`src/rtl/mem_stage_pkg.sv`:
```
// rtl/mem_stage_pkg.sv - shared types and constants for the MEM pipeline stage
package mem_stage_pkg;

  localparam int ADDR_W = 32;
  localparam int DATA_W = 32;
  localparam logic [3:0] TIMEOUT_CYCLES = 4'd15;

  typedef enum logic [1:0] {
    IDLE = 2'd0,
    BUSY = 2'd1,
    DONE = 2'd2
  } state_e;

endpackage

```
`src/rtl/byte_lane_unit.sv`:
```
// rtl/byte_lane_unit.sv - byte-lane steering for data-memory requests and load data
module byte_lane_unit
  import mem_stage_pkg::*;
(
  input  logic              byte_i,
  input  logic [ADDR_W-1:0] addr_i,
  input  logic [DATA_W-1:0] wdata_i,
  output logic [ADDR_W-1:0] mem_addr_o,
  output logic [3:0]        be_o,
  output logic [DATA_W-1:0] wdata_o,
  input  logic              rd_byte_i,
  input  logic [1:0]        rd_lane_i,
  input  logic [DATA_W-1:0] rdata_i,
  output logic [DATA_W-1:0] load_data_o
);

  always_comb begin
    mem_addr_o = {addr_i[ADDR_W-1:2], 2'b00};
    be_o       = byte_i ? (4'b0001 << addr_i[1:0]) : 4'hF;
    wdata_o    = byte_i ? {4{wdata_i[7:0]}} : wdata_i;
  end

  // Byte loads are zero-extended from the lane selected by the latched address.
  always_comb begin
    load_data_o = rdata_i;
    if (rd_byte_i) begin
      case (rd_lane_i)
        2'd0:    load_data_o = {24'b0, rdata_i[7:0]};
        2'd1:    load_data_o = {24'b0, rdata_i[15:8]};
        2'd2:    load_data_o = {24'b0, rdata_i[23:16]};
        default: load_data_o = {24'b0, rdata_i[31:24]};
      endcase
    end
  end

endmodule

```
`src/rtl/mem_access_stage.sv`:
```
// rtl/mem_access_stage.sv - MEM stage: data-memory handshake FSM, stall and status
module mem_access_stage
  import mem_stage_pkg::*;
(
  input  logic              clk,
  input  logic              rst,
  input  logic              MemtoRegM,
  input  logic              MemWriteM,
  input  logic              RegWriteM,
  input  logic              PCSrcM,
  input  logic              ByteM,
  input  logic [3:0]        WA3M,
  input  logic [ADDR_W-1:0] ALUResultM,
  input  logic [DATA_W-1:0] WriteDataM,
  output logic              MemtoRegOut,
  output logic              RegWriteOut,
  output logic              PCSrcOut,
  output logic [3:0]        WA3Out,
  output logic [ADDR_W-1:0] ALUResultOut,
  output logic [DATA_W-1:0] RDataM,
  output logic              StallM,
  output logic              mem_req,
  output logic              mem_we,
  output logic [ADDR_W-1:0] mem_addr,
  output logic [3:0]        mem_be,
  output logic [DATA_W-1:0] mem_wdata,
  input  logic [DATA_W-1:0] mem_rdata,
  input  logic              mem_ready,
  output logic              MisalignM,
  output logic              MemErrM
);

  state_e            state_q, state_d;
  logic [3:0]        cnt_q, cnt_d;
  logic [DATA_W-1:0] rdata_q, rdata_d;
  logic [ADDR_W-1:0] addr_q, addr_d;
  logic [3:0]        be_q, be_d;
  logic [DATA_W-1:0] wdata_q, wdata_d;
  logic              we_q, we_d;
  logic              byte_q, byte_d;
  logic [1:0]        lane_q, lane_d;
  logic              misalign_q, misalign_d;
  logic              err_q, err_d;

  logic              pending;
  logic              misaligned;
  logic [ADDR_W-1:0] req_addr;
  logic [3:0]        req_be;
  logic [DATA_W-1:0] req_wdata;
  logic [DATA_W-1:0] load_data;

  byte_lane_unit u_lanes (
    .byte_i      (ByteM),
    .addr_i      (ALUResultM),
    .wdata_i     (WriteDataM),
    .mem_addr_o  (req_addr),
    .be_o        (req_be),
    .wdata_o     (req_wdata),
    .rd_byte_i   (byte_q),
    .rd_lane_i   (lane_q),
    .rdata_i     (mem_rdata),
    .load_data_o (load_data)
  );

  assign pending    = MemtoRegM | MemWriteM;
  assign misaligned = !ByteM && (ALUResultM[1:0] != 2'b00);

  always_comb begin
    state_d    = state_q;
    cnt_d      = cnt_q;
    rdata_d    = rdata_q;
    addr_d     = addr_q;
    be_d       = be_q;
    wdata_d    = wdata_q;
    we_d       = we_q;
    byte_d     = byte_q;
    lane_d     = lane_q;
    misalign_d = 1'b0;
    err_d      = err_q;
    case (state_q)
      IDLE: begin
        if (pending) begin
          if (misaligned) begin
            state_d    = DONE;
            misalign_d = 1'b1;
            rdata_d    = '0;
          end else begin
            state_d = BUSY;
            cnt_d   = 4'd0;
            addr_d  = req_addr;
            be_d    = req_be;
            wdata_d = req_wdata;
            we_d    = MemWriteM;
            byte_d  = ByteM;
            lane_d  = ALUResultM[1:0];
          end
        end
      end
      BUSY: begin
        if (mem_ready) begin
          if (!we_q) rdata_d = load_data;
          state_d = DONE;
        end else if (cnt_q == TIMEOUT_CYCLES) begin
          err_d   = 1'b1;
          rdata_d = '0;
          state_d = DONE;
        end else begin
          cnt_d = cnt_q + 4'd1;
        end
      end
      DONE:    state_d = IDLE;
      default: state_d = IDLE;
    endcase
  end

  always_ff @(posedge clk) begin
    if (!rst) begin
      state_q    <= IDLE;
      cnt_q      <= 4'd0;
      rdata_q    <= '0;
      addr_q     <= '0;
      be_q       <= 4'd0;
      wdata_q    <= '0;
      we_q       <= 1'b0;
      byte_q     <= 1'b0;
      lane_q     <= 2'd0;
      misalign_q <= 1'b0;
      err_q      <= 1'b0;
    end else begin
      state_q    <= state_d;
      cnt_q      <= cnt_d;
      rdata_q    <= rdata_d;
      addr_q     <= addr_d;
      be_q       <= be_d;
      wdata_q    <= wdata_d;
      we_q       <= we_d;
      byte_q     <= byte_d;
      lane_q     <= lane_d;
      misalign_q <= misalign_d;
      err_q      <= err_d;
    end
  end

  assign MemtoRegOut  = MemtoRegM;
  assign RegWriteOut  = RegWriteM;
  assign PCSrcOut     = PCSrcM;
  assign WA3Out       = WA3M;
  assign ALUResultOut = ALUResultM;

  assign mem_req   = (state_q == BUSY);
  assign mem_we    = mem_req & we_q;
  assign mem_addr  = addr_q;
  assign mem_be    = be_q;
  assign mem_wdata = wdata_q;
  assign RDataM    = rdata_q;
  assign MisalignM = misalign_q;
  assign MemErrM   = err_q;
  assign StallM    = ((state_q == IDLE) && pending) || (state_q == BUSY);

endmodule

```
`config.mk`:
```
export PLATFORM = sky130hd
export DESIGN_NAME = mem_access_stage
export DESIGN_NICKNAME = d
export VERILOG_FILES = /design/src/rtl/mem_stage_pkg.sv /design/src/rtl/byte_lane_unit.sv /design/src/rtl/mem_access_stage.sv
export SDC_FILE = /design/constraint.sdc
export NUM_CORES = 1
export LEC_CHECK = 0
export ABC_AREA = 1
export ABC_CLOCK_PERIOD_IN_PS = 1300
export CELL_PAD_IN_SITES_DETAIL_PLACEMENT = 1
export CELL_PAD_IN_SITES_GLOBAL_PLACEMENT = 2
export CORE_ASPECT_RATIO = 1.1
export CORE_UTILIZATION = 18
export DETAILED_ROUTE_END_ITERATION = 10
export PLACE_DENSITY = 0.85
export SYNTH_ARGS = -nofsm -noshare
export SYNTH_HDL_FRONTEND = slang
export SYNTH_SLANG_ARGS = --single-unit
```
`constraint.sdc`:
```
create_clock -name clk -period 1.3 [get_ports clk]
set_input_delay 0.26 -clock clk [delete_from_list [all_inputs] [get_ports clk]]
set_output_delay 0.26 -clock clk [all_outputs]
set_load 0.1 [all_outputs]
```
==> Word level (Yosys, flattened, before mapping) <==
Index checks and enable logic that the tools add are counted.
{ "word_totals": {"regBits": 110, "latch_bits": 0, "ram_bits": 0, "rom_bits": 0, "input_bits": 108, "output_inout_bits": 144, "wordCells": 63, "mem_count": 0} }
{ "classes": {"n_addsub": 1, "mul": 0, "div": 0, "order_cmp": 0, "eq_ne": 11, "shifts": 1, "muxes": 21, "n_bitwise": 4, "n_reduce_logical": 14} }
{ "op_table": {"columns": ["operator", "count"], "rows": [
  ["2-to-1 mux 32 bit", 7],
  ["case mux 32 bit (2 select lines)", 1],
  ["case mux 8 bit (3 select lines)", 1],
  ["2-to-1 mux 4 bit", 5],
  ["!= test 2 bit, second input constant", 5],
  ["AND reduction 5 bit", 2],
  ["AND reduction 3 bit", 3],
  ["2-to-1 mux 2 bit", 4],
  ["case mux 4 bit (2 select lines)", 1],
  ["adder 4 x 1 -> 4 bit, second input constant", 1],
  ["equality test 2 x 1 -> 1 bit, second input constant", 2],
  ["equality test 4 bit, second input constant", 1],
  ["zero test 2 bit", 2],
  ["case mux 2 bit (2 select lines)", 1],
  ["nonzero test 2 bit", 2],
  ["left shift 1 x 2 -> 4 bit, first input constant", 1],
  ["!= test 3 x 1 -> 1 bit, second input constant", 1],
  ["!= test 3 bit, second input constant", 1],
  ["equality test 2 bit, second input constant", 1],
  ["logical AND 1 bit", 2],
  ["inverter 1 bit", 2],
  ["AND reduction 2 bit", 1],
  ["bitwise AND 1 bit", 1],
  ["zero test 1 bit", 1],
  ["other kinds (3)", 3]
]} }

==> Depth between registers and ports, before layout <==
{ "logic_depth": {"depth_word": 6, "depth_mapped": 9, "ltp_nobuf": 8} }

==> Modules after synthesis <==
Synthesis repeated with hierarchy kept, for this count alone.
{ "unflattened": {"cells_unflattened": 865, "hier_area_um2": 5693.0} }
{ "by_module_without_submodules": {"columns": ["mod", "n_inst", "cells_per_inst", "area_per_inst_um2", "seq_area_each_um2"], "rows": [
  ["mem_access_stage", 1, 634, 4575.6, 2242.2],
  ["byte_lane_unit", 1, 231, 1117.3, 0.0]
]} }

==> Least setup slack after synthesis <==
OpenSTA, ideal clock, no wires.
{ "synth_timing": {"path_kind": "reg-to-output", "startpoint": "register state_q[0]", "endpoint": "output port mem_we", "arrival_ns": 2.550, "required_ns": 1.040, "setup_slack_ns": -1.510, "stages_incl_launch_ff": 6, "path_buffers": 1, "cell_sequence": "dfxtp_1 > inv_2 > nor2_4 > inv_4 > clkbuf_1 > nor2_1"} }
{ "synth_between": {"elab_chain_len": 2} }
{ "synth_rtl": {"columns": ["item", "line", "rtl"], "rows": [
  ["from (decl)", "mem_access_stage.sv:33", "state_e state_q, state_d;"],
  ["from (signal assigned)", "mem_access_stage.sv:130", "state_q <= state_d;"],
  ["equality test 2 x 1 -> 1 bit", "mem_access_stage.sv:150", "assign mem_req = (state_q == BUSY);"],
  ["via mem_req", "mem_access_stage.sv:22", "output logic mem_req,"],
  ["bitwise AND 1 bit", "mem_access_stage.sv:151", "assign mem_we = mem_req & we_q;"],
  ["to (decl)", "mem_access_stage.sv:23", "output logic mem_we,"]
]} }
The timed path passes the listed nets, and every way through them passes these cells.

==> Final worst setup path <==
{ "layout_timing": {"startpoint": "register state_q[0]", "endpoint": "register rdata_q[25] (netlist: RDataM[25])"} }
{ "layout_between": {"elab_chain_len": 3, "elab_cells_between_ends": 9, "classes_between": "5 x eq/ne; 1 x mux; 3 x reduce/logical"} }
{ "layout_rtl": {"columns": ["item", "line", "rtl"], "rows": [
  ["equality test 2 x 1 -> 1 bit or zero test 2 bit (tied branches)", "mem_access_stage.sv:80", "case (state_q)"],
  ["!= test 3 bit (no source line), or another cell as far along", null, null],
  ["AND reduction 5 bit (no source line)", null, null],
  ["to (signal assigned)", "mem_access_stage.sv:132", "rdata_q <= rdata_d;"],
  ["to (decl)", "mem_access_stage.sv:35", "logic [DATA_W-1:0] rdata_q, rdata_d;"]
]} }
Parallel ways exist; a longest one is shown, timed or not.
A chain may end at the register's enable or synchronous reset.

==> run metrics <==
status complete, but fails checks; failing checks negative setup slack; Syn Inst Count 683; met1 usage 17.8%; Clock Latency Late Sink 0.37 ns; Critical Path RT 1.54 ns; Rows 63; Starting DRT DRC Count 214; NumNets Final 1,057; peak supply drop 618 uV; part of the Yosys area used for sequential elements 44.7%; crit path DAT 1.83 ns; maxcap violations 0; power density over the cells 1280 mW/mm^2; initial antenna violation count 0; crit-path cells inv_2 -> buf_6 -> nand2_4 -> buf_4 -> o21ai_2 -> nand3_4 -> clkbuf_16 -> nand2_1 -> a21oi_1; Die W 160 um; area grow syn2layout 118%; root buf cell clkbuf_16; Routability Congestion 0.823; CP max FO 8; Longest Clk Path Bufs 2; via count 5,673; Worst Setup Slack, final -0.282 ns; M2 GR Usage 28.5%; TritonCTS clock tree built; RSZ-0062 raised after global routing true; total wire length 23,500 um; kind of critical path flip-flop to flip-flop; commonest cells in the synthesized netlist nand2_1 (137), nor2_1 (117), dfxtp_1 (110), o21ai_0 (68), nand3_1 (58); ys async rst share 0%; GRT Total Usage 15.7%; cts bufs inserted 9; Setup Skew 0.0153 ns; HPWL Detailed 15,300 um; leakage power 4.27 nW; prevailing post-synth register cell dfxtp_1; CP peak stage delay 0.33 ns; Ant. Diodes 0; Max H-tree Level 3; PnR Total Power 13.8 mW; number of flops mapped to enable cells by yosys 0; post-synthesis register bit count 110; crit path launch type flip-flop; Hold/Removal Path Class input port to flip-flop; Netlist cell types 26; Routed Antenna Nets 0; IO buf count 237; Die Ht 175 um; drc violations 0; slowest cell on the critical path dfxtp_2; DR WL/cell 17.9 um; grt total ovfl 0; CTS sink cnt 110; max-slew violation count 0; top-area cell type share of the netlist area 44.7%; Hold Vio Cnt, Final 0; minimum clock period 1.58 ns; fin crit share 122%; clk slew on worst S/H paths 0.08 ns; met3 Usage GRT 4.65%; final setup violating endpoints 110; pin count of the biggest net entering global routing 41; vias in the first global route 6,004; Vias/cell 4.33; post-synth top area cell dfxtp_1; Pre-antenna DRT Iters 5; count leader, synth nand2_1; Critical Path End Type flip-flop; Avg Inst Size Synth 7.21 um^2; Netlist Area Pre-Place 0.00492 mm^2; first-pass GRT wire length 34,000 um; Initial Util 18.3%; Hold Buf Count CTS 0; layout cell share with drive strength beyond 1 41.0%; CORE AREA 0.0270 mm^2; Yosys warnings 0; fmax 0.632 GHz; synth top area cells dfxtp_1 (45%), nand2_1 (10%), nor2_1 (8.9%); gr busiest metal met2; Finished Core Util 39.7%; IO Count 252; Die ar. 0.0280 mm^2
[where the power goes]
part | leakage (nW) | switching, mW | internal, mW
Combinational | 3.22 | 4.12 | 2.78
Sequential | 0.912 | 0.338 | 3.68
Clock | 0.143 | 1.44 | 1.39
[cell families after synthesis]
logic type | Yosys count | synth area share, %
buffers and inverters | 105 | 12.4
adders and majority gates | 1 | 0.254
DFF | 110 | 44.7
other | 1 | 0.0761
AOI/OAI and AO/OA | 142 | 15.2
and+or+nand+nor | 324 | 27.3
[metrics by stage]
stage               setup TNS, ns  area, um^2  worst slack, ns  std cells  hold WS, ns
finish                     -20.51       10700           -0.282       1310        0.279
global route               -30.09       10700           -0.374       1310        0.289
CTS                        -21.06       10100           -0.271       1294        0.279
detailed placement         -60.17        9190           -0.679       1253        0.493
global placement           -56.76        9190           -0.623       1253        0.488
floorplan                  -21.87        5000           -0.737        684        0.403
[critical path, delay by kind of cell, from the launching register on]
kind | cells | cell delay [ns]
buffers and inverters | 4 | 0.54
flip-flops | 1 | 0.33
AO/OA/AOI/OAI | 2 | 0.28
AND/OR/NAND/NOR | 3 | 0.30
[sequential cells by signal (all words and copies together) (netlist names)]
register	count
RDataM	32
mem_wdata	32
mem_addr	30
cnt_q	4
mem_be	4
lane_q	2
state_q	2
MemErrM	1
MisalignM	1
byte_q	1
we_q	1
[cell usage in the layout (no fill, tap or decap), drive strengths merged]
cell type and count:
buf 231, nor3 3, a21oi 44, o21ai 72
clkdlybuf4s50 90, clkbuf 18, dfxtp 110, ha 1
nor2 121, conb 2, nor4 1, clkinvlp 1
nand3 60, nand2 139, dlymetal6s2s 5, dlygate4sd2 5
a31oi 26, inv 22, clkinv 2
[final cells by class]
| cell class | count | area, um^2 |
|---|---|---|
| clock inverters | 6 | 52.6 |
| multi-input cells | 469 | 2560 |
| repair buffers | 339 | 5080 |
| well taps | 357 | 447 |
| inverters | 19 | 88.8 |
| fillers | 3004 | 16200 |
| clock buffers | 10 | 239 |
| flip-flops and latches | 110 | 2240 |
[layer usage]
metal  part of all wire, %  up-vias  routed length (um)
met3                   7.3       16                1710
li1                      -     2741                   -
met4                   1.3        0                 314
met2                    53      203               12300
met5                     0        -                   0
met1                    39     2713                9100
[worst paths after layout]
| path | from | endpoint | slack [ns] | depth (start not counted) |
|---|---|---|---|---|
| setup / recovery | state_q[0]$_SDFFE_PN0P_ | RDataM[25]$_SDFFE_PN0P_ | -0.28 | 9 |
| hold reg to reg | RDataM[12]$_SDFFE_PN0P_ | RDataM[12]$_SDFFE_PN0P_ | 0.50 | 2 |
| setup reg to reg | state_q[0]$_SDFFE_PN0P_ | RDataM[25]$_SDFFE_PN0P_ | -0.28 | 9 |
| hold / removal | ALUResultM[18] | mem_addr[18]$_SDFFE_PN0P_ | 0.28 | 3 |
[repair_timing]
| action | 4_1_cts | 5_1_grt |
|---|---|---|
| gates resized for setup | 97 | 135 |
| setup buffers | 14 | 16 |
| pin swaps | 14 | 42 |
| endpoints found under the setup margin | 113 | 115 |
| gates cloned | 11 | 10 |
No activity file was read; power rests on OpenSTA's default activity.
